File: src/rtl/ysyx_23060191_mem_arbiter.sv
// rtl/ysyx_23060191_mem_arbiter.sv - IFU/LSU arbiter in front of a single memory port
//
// Purpose:
//   The instruction-fetch and load/store requesters share one memory port
//   through this block. Only one transaction is outstanding at a time. The
//   accepted request is registered and driven to memory. The response is
//   steered back to the requester that owns the transaction.
//
// Ports:
//   clk, rstn                       clock; synchronous active-high reset (1 = reset)
//   ifu_req_valid/ready, ifu_addr   fetch request handshake and address
//   ifu_rsp_valid, ifu_rdata        one-cycle fetch response pulse and held data
//   lsu_req_valid/ready, lsu_addr,
//   lsu_wen, lsu_wdata, lsu_wmask   load/store request handshake and fields
//   lsu_rsp_valid, lsu_rdata        one-cycle load/store response pulse and held data
//   mem_req_valid/ready, mem_addr,
//   mem_wen, mem_wdata, mem_wmask   registered request to memory
//   mem_rsp_valid, mem_rdata        memory response
//
// Configuration:
//   YSYX_23060191_ARB_RR_EN  defined: round-robin between IFU and LSU.
//                            undefined: fixed priority, LSU over IFU.

module ysyx_23060191_mem_arbiter #(
   parameter int AW = 32,
   parameter int DW = 32
) (
   input  logic            clk,
   input  logic            rstn,
   input  logic            ifu_req_valid,
   output logic            ifu_req_ready,
   input  logic [AW-1:0]   ifu_addr,
   output logic            ifu_rsp_valid,
   output logic [DW-1:0]   ifu_rdata,
   input  logic            lsu_req_valid,
   output logic            lsu_req_ready,
   input  logic [AW-1:0]   lsu_addr,
   input  logic            lsu_wen,
   input  logic [DW-1:0]   lsu_wdata,
   input  logic [DW/8-1:0] lsu_wmask,
   output logic            lsu_rsp_valid,
   output logic [DW-1:0]   lsu_rdata,
   output logic            mem_req_valid,
   input  logic            mem_req_ready,
   output logic [AW-1:0]   mem_addr,
   output logic            mem_wen,
   output logic [DW-1:0]   mem_wdata,
   output logic [DW/8-1:0] mem_wmask,
   input  logic            mem_rsp_valid,
   input  logic [DW-1:0]   mem_rdata
);

   typedef enum logic [1:0] {
      IDLE = 2'd0,
      REQ  = 2'd1,
      WAIT = 2'd2
   } state_t;

   state_t state;
   state_t next_state;

   // 1 = the outstanding transaction belongs to the LSU, 0 = IFU
   logic owner_lsu;
   logic grant_lsu;

`ifdef YSYX_23060191_ARB_RR_EN
   // 1 = the LSU received the most recent grant, 0 = IFU
   logic last_grant_lsu;
`endif

   always_comb begin
`ifdef YSYX_23060191_ARB_RR_EN
      // On contention the requester that did not win last time is chosen
      grant_lsu = lsu_req_valid && (!ifu_req_valid || !last_grant_lsu);
`else
      grant_lsu = lsu_req_valid;
`endif
   end

   always_comb begin
      next_state    = state;
      ifu_req_ready = 1'b0;
      lsu_req_ready = 1'b0;
      mem_req_valid = 1'b0;
      case (state)
         IDLE: begin
            // No grant while reset is asserted, so readies read 0 during reset
            if (!rstn && (ifu_req_valid || lsu_req_valid)) begin
               lsu_req_ready = grant_lsu;
               ifu_req_ready = !grant_lsu;
               next_state    = REQ;
            end
         end
         REQ: begin
            mem_req_valid = 1'b1;
            if (mem_req_ready) begin
               next_state = WAIT;
            end
         end
         WAIT: begin
            if (mem_rsp_valid) begin
               next_state = IDLE;
            end
         end
         default: begin
            next_state = IDLE;
         end
      endcase
   end

   always_ff @(posedge clk) begin
      if (rstn) begin
         state          <= IDLE;
         owner_lsu      <= 1'b0;
         mem_addr       <= '0;
         mem_wen        <= 1'b0;
         mem_wdata      <= '0;
         mem_wmask      <= '0;
         ifu_rsp_valid  <= 1'b0;
         lsu_rsp_valid  <= 1'b0;
         ifu_rdata      <= '0;
         lsu_rdata      <= '0;
`ifdef YSYX_23060191_ARB_RR_EN
         last_grant_lsu <= 1'b0;
`endif
      end else begin
         state         <= next_state;
         ifu_rsp_valid <= 1'b0;
         lsu_rsp_valid <= 1'b0;

         if (lsu_req_ready) begin
            owner_lsu <= 1'b1;
            mem_addr  <= lsu_addr;
            mem_wen   <= lsu_wen;
            mem_wdata <= lsu_wdata;
            mem_wmask <= lsu_wmask;
         end else if (ifu_req_ready) begin
            // Fetches are always full-width reads
            owner_lsu <= 1'b0;
            mem_addr  <= ifu_addr;
            mem_wen   <= 1'b0;
            mem_wdata <= '0;
            mem_wmask <= '1;
         end

`ifdef YSYX_23060191_ARB_RR_EN
         if (lsu_req_ready || ifu_req_ready) begin
            last_grant_lsu <= lsu_req_ready;
         end
`endif

         // Responses count only in WAIT; strays in IDLE/REQ are dropped
         if (state == WAIT && mem_rsp_valid) begin
            if (owner_lsu) begin
               lsu_rsp_valid <= 1'b1;
               lsu_rdata     <= mem_rdata;
            end else begin
               ifu_rsp_valid <= 1'b1;
               ifu_rdata     <= mem_rdata;
            end
         end
      end
   end

endmodule

File: config.mk
export PLATFORM = sky130hd
export DESIGN_NAME = ysyx_23060191_mem_arbiter
export DESIGN_NICKNAME = d
export VERILOG_FILES = /design/src/rtl/ysyx_23060191_mem_arbiter.sv
export SDC_FILE = /design/constraint.sdc
export NUM_CORES = 1
export LEC_CHECK = 0
export CORE_ASPECT_RATIO = 0.5
export CORE_MARGIN = 3
export CORE_UTILIZATION = 35
export CTS_CLUSTER_DIAMETER = 120
export DETAILED_ROUTE_END_ITERATION = 6
export GPL_ROUTABILITY_DRIVEN = 0
export GPL_TIMING_DRIVEN = 0
export PLACE_DENSITY = 0.77
export SLEW_MARGIN = 25
export SYNTH_ARGS = -nofsm -noshare
export SYNTH_HDL_FRONTEND = slang
export SYNTH_SLANG_ARGS = --single-unit
File: constraint.sdc
create_clock -name clk -period 1.4 [get_ports clk]
set_input_delay 0.28 -clock clk [delete_from_list [all_inputs] [get_ports clk]]
set_output_delay 0.28 -clock clk [all_outputs]
set_load 0.01 [all_outputs]
# After elaboration in Yosys (flattened, before gate mapping)
# Cells that the tools add are included.
[totals] input_bits=139 regBits=138 out_inout_bits=138
[op_classes] n_reduce_logical=11 n_mux=20 bitwise_logic=2 n_eq_ne=5
[op_table] operator="2-to-1 mux 32 bit" n=4
[op_table] operator="2-to-1 mux 1 bit" n=10
[op_table] operator="2-to-1 mux 4 bit" n=2
[op_table] operator="2-to-1 mux 2 bit" n=3
[op_table] operator="inequality test 2 bit (second input constant)" n=3
[op_table] operator="one-hot mux 2 bit (3 select lines)" n=1
[op_table] operator="AND reduction 2 bit" n=2
[op_table] operator="AND reduction 3 bit" n=1
[op_table] operator="== test 2 x 1 -> 1 bit (second input constant)" n=1
[op_table] operator="== test 2 bit (second input constant)" n=1
[op_table] operator="logical AND 1 bit" n=2
[op_table] operator="zero test 1 bit" n=2
[op_table] operator="zero test 2 bit" n=1
[op_table] operator="inverter 1 bit" n=2
[op_table] operator="nonzero test 2 bit" n=1
[op_table] operator="OR reduction 2 bit" n=1
[op_table] operator="logical OR 1 bit" n=1

# Longest topological paths before layout
[logic_depth] depth_word=6 ltp_mapped=7 depth_no_buf=3

# Least setup slack after synthesis
# Ideal clock, no wire load.
[synth_timing] path_type="register -> output" from="register state[1]" to="output port lsu_req_ready" slack_ps=-20 arrival_time_ps=1140 n_path_buf=2 stages_incl_launch_ff=5 path_cell_list="dfxtp_1 or3b_1 buf_2 nor2_4 buf_2"
[synth_via] elab_chain_cells=2
[synth_rtl] element="start, declared" line="59" rtl="state_t state;"
[synth_rtl] element="start signal, assigned" line="127" rtl="state <= next_state;"
[synth_rtl] element="zero test 2 bit" line="85" rtl="case (state)"
[synth_rtl] element="2-to-1 mux 1 bit" line="85"
[synth_rtl] element="end, declared" line="36" rtl="output logic lsu_req_ready,"
# No other way between the ends.

# Worst setup path after layout
[layout_timing] from="register state[0]" to="output port lsu_req_ready"
# Same word-level chain as after synthesis.

==> impl_metrics.ini <==
[timing]
setup_slack_ns = -0.308
fmax_mhz = 586
worstMarginPinSlew_ns = 0.652
max-slew-margin-rel = 0.565
finalSetupTns_ns = -13.34
min_period_ns = 1.71
drv_slew = 0
skew_ns = 0.00734
period_share = 1.22
rsz0062_at_grt = yes
finalSetupViolCount = 130
finalHoldViolations = 0

[route]
detail-route-antenna-nets = 0
detail_route.iter0.violations = 199
first_pass_iters = 5
via_per_inst = 4.83
vias = 5339
wl_per_cell_um = 16.7
wirelength_mm = 18.5
drc = 0

[critical_path]
slowest_stage = or3b_4
worstPathArrival_ns = 1.43
slowest_delay_ns = 0.41
crit_chain = or3b_4, nor2_4, buf_6, buf_6
startpoint_type = flip-flop
crit_fanout = 2
reg2reg_slack_ns = -0.21
critPathKind = flip-flop to output port
end_kind = output port
critPathRequiredTime_ns = 1.12
worst_path_most_repeated_cell = buf_6
reg2reg_depth = 9

[grt]
grt_usage = 0.219
grt_pass1_wl_mm = 28.1
grt_max_degree = 17
grt_pass1_vias = 5280
antenna_found_initial = 0
grt.overflow.total = 0

[min_path]
hold_class = input port to flip-flop
hold_path_depth = 4

[synth]
synth_area_mm2 = 0.00499
synthCells = 575
yosysUniqueCellTypes = 24
synthTopCellsByArea = dfxtp_1 55%, nand2_1 14%, a22o_1 11%, a21oi_1 6.9%, o21ai_0 3.2%
synth.avg_cell_area_um2 = 8.68
ys_ff_latch = 138
ys_seq_area_frac = 0.554
syn_nets = 714
synth_area_leader_cell = dfxtp_1
yosys_warnings = 0
synth_top_area_share = 0.554

[clock_network]
cts_buffers = 17
cts.clk_slew.worst_paths_ns = 0.06
cts.sinks = 138
ctsRootBufferMaster = clkbuf_16
cts_tree = yes
hold_buffers = 0
htreeDepth = 4
clock_latency_ns = 0.40
clk_path_buf_depth = 2

[finish]
fin_area_mm2 = 0.00939
register_area_mm2 = 0.00277
syn2layout_area_growth_pct = 88.1
insertedDiodeCount = 0
layout.nets = 1040
final_util = 0.683
fillers = 1119
multi_input_area_mm2 = 0.00238
final_cells = 1106
drive_gt1_frac = 0.209

[die]
dieArea_mm2 = 0.0158
die_h_um = 90.4
core_area_mm2 = 0.0137
fp.dieW_um = 175
initial_core_util = 0.363
rows = 30
num_io_pins = 277

[pwr]
vdd_ir_drop_max_uv = 1110
powerDensity_mw_per_mm2 = 1100
swShare = 0.253
pwr-share-clk = 0.435
power.switching_mw = 2.61
sequentialPowerShare = 0.408
combPwrFrac = 0.157
leakage_nw = 4.32
p_int_mw = 7.69

[placed_design]
hpwl_mm = 12.9
dpl_cell_area_mm2 = 0.00799
preCtsSetupSlack_ns = -1.20
dp_cells = 1042
io_buffers = 275

[status]
status = complete, but fails checks
failed_checks = negative setup slack

[run]
maxCapViolCount = 0
power groups by stage:
stage          Sequential (mW)  Clock, mW  Combinational (mW)
6_report                  4.21       4.48                1.62
5_1_grt                   4.23       4.72                1.73
4_1_cts                   4.20       4.54                1.56
3_5_place_dp              4.29          0                1.44
3_3_place_gp              4.29          0                1.43
2_1_floorplan             4.37          0               0.454
what timing repair did:
action,4_1_cts,5_1_grt
cloned,10,3
setup endpoints to repair,274,140
pin swaps,34,44
endpoints found under the hold margin,0,0
setup buffers,22,7
resized for setup,241,121
state kept, by name (all words and copies together), names as in the netlist:
name,cells
lsu_rdata,32
state,2
owner_lsu,1
mem_wdata,32
ifu_rdata,32
mem_wen,1
mem_wmask,4
mem_addr,32
ifu_rsp_valid,1
lsu_rsp_valid,1
area by class of cell:
class                      count  area share
buffer                        48      0.0428
clock buffer                  17      0.0453
clock inverter                15      0.0175
multi-input combinational    386       0.253
sequential                   138       0.295
tap                          192      0.0256
timing repair buffer         310       0.321
synthesized netlist by cell type:
library cell and instances:
nor2_4 1, a21oi_2 1, o21ai_0 32, clkbuf_1 25, and3b_1 2, buf_2 19
buf_6 5, nor2b_1 1, nand2_1 192, nand4bb_1 1, or2_1 1, dfxtp_1 138
a22o_1 65, nand4b_1 1, nor2_2 1, nor3_1 5, a2111oi_0 1, nor4bb_1 1
a21o_1 1, buf_1 2, and4b_1 1, nor2_1 9, a21oi_1 69, or3b_1 1
routing by layer:
layer | part of all wire | global-route usage | routed length [um]
met1 | 0.42 | 0.261 | 7780
met2 | 0.52 | 0.403 | 9630
met3 | 0.039 | 0.0399 | 715
met4 | 0.020 | 0.0656 | 361
met5 | 0 | 0 | 0
critical path, delay by kind of cell (launching register included):
kind                   cells  cell delay [ns]
AND/OR/NAND/NOR            2             0.51
flip-flops                 1             0.32
buffers and inverters      2             0.20
cells in the final DEF (no fill, tap or decap), types with 4 or more instances in the layout:
cell type,Yosys,final
a22o_1,65,65
nor2_1,9,9
a21oi_1,69,25
clkbuf_16,0,18
dlygate4sd2_1,0,136
clkbuf_2,0,5
a21oi_2,1,44
clkdlybuf4s50_1,0,136
buf_8,0,12
clkbuf_1,25,10
nand2_4,0,25
buf_6,5,22
nor3_1,5,4
nand2_1,192,161
clkinvlp_4,0,4
dfxtp_1,138,136
buf_2,19,9
nand2_2,0,6
buf_4,0,18
o21ai_0,32,32
logic make-up after synthesis:
| group | after synthesis | share of synthesized area |
|---|---|---|
| AOI/OAI and AO/OA | 169 | 0.220 |
| buffers and inverters | 51 | 0.0506 |
| DFF | 138 | 0.554 |
| and+or+nand+nor | 217 | 0.175 |
worst paths after layout:
check / endpoint / from
setup / recovery: lsu_req_ready / state[0]$_SDFFE_PP0P_
hold / removal: mem_addr[0]$_SDFFE_PP0P_ / ifu_req_valid
setup reg to reg: mem_wdata[14]$_SDFFE_PP0P_ / state[0]$_SDFFE_PP0P_
hold reg to reg: ifu_rdata[15]$_SDFFE_PP0P_ / ifu_rdata[15]$_SDFFE_PP0P_
through the flow:
| stage | power, mW | hold slack (ns) |
|---|---|---|
| CTS | 10.3 | 0.384 |
| floorplan | 4.82 | 0.398 |
| detailed placement | 5.73 | 0.446 |
| global placement | 5.71 | 0.442 |
| global route | 10.7 | 0.422 |
| finish | 10.3 | 0.390 |
(Power assumes the default switching activity.)
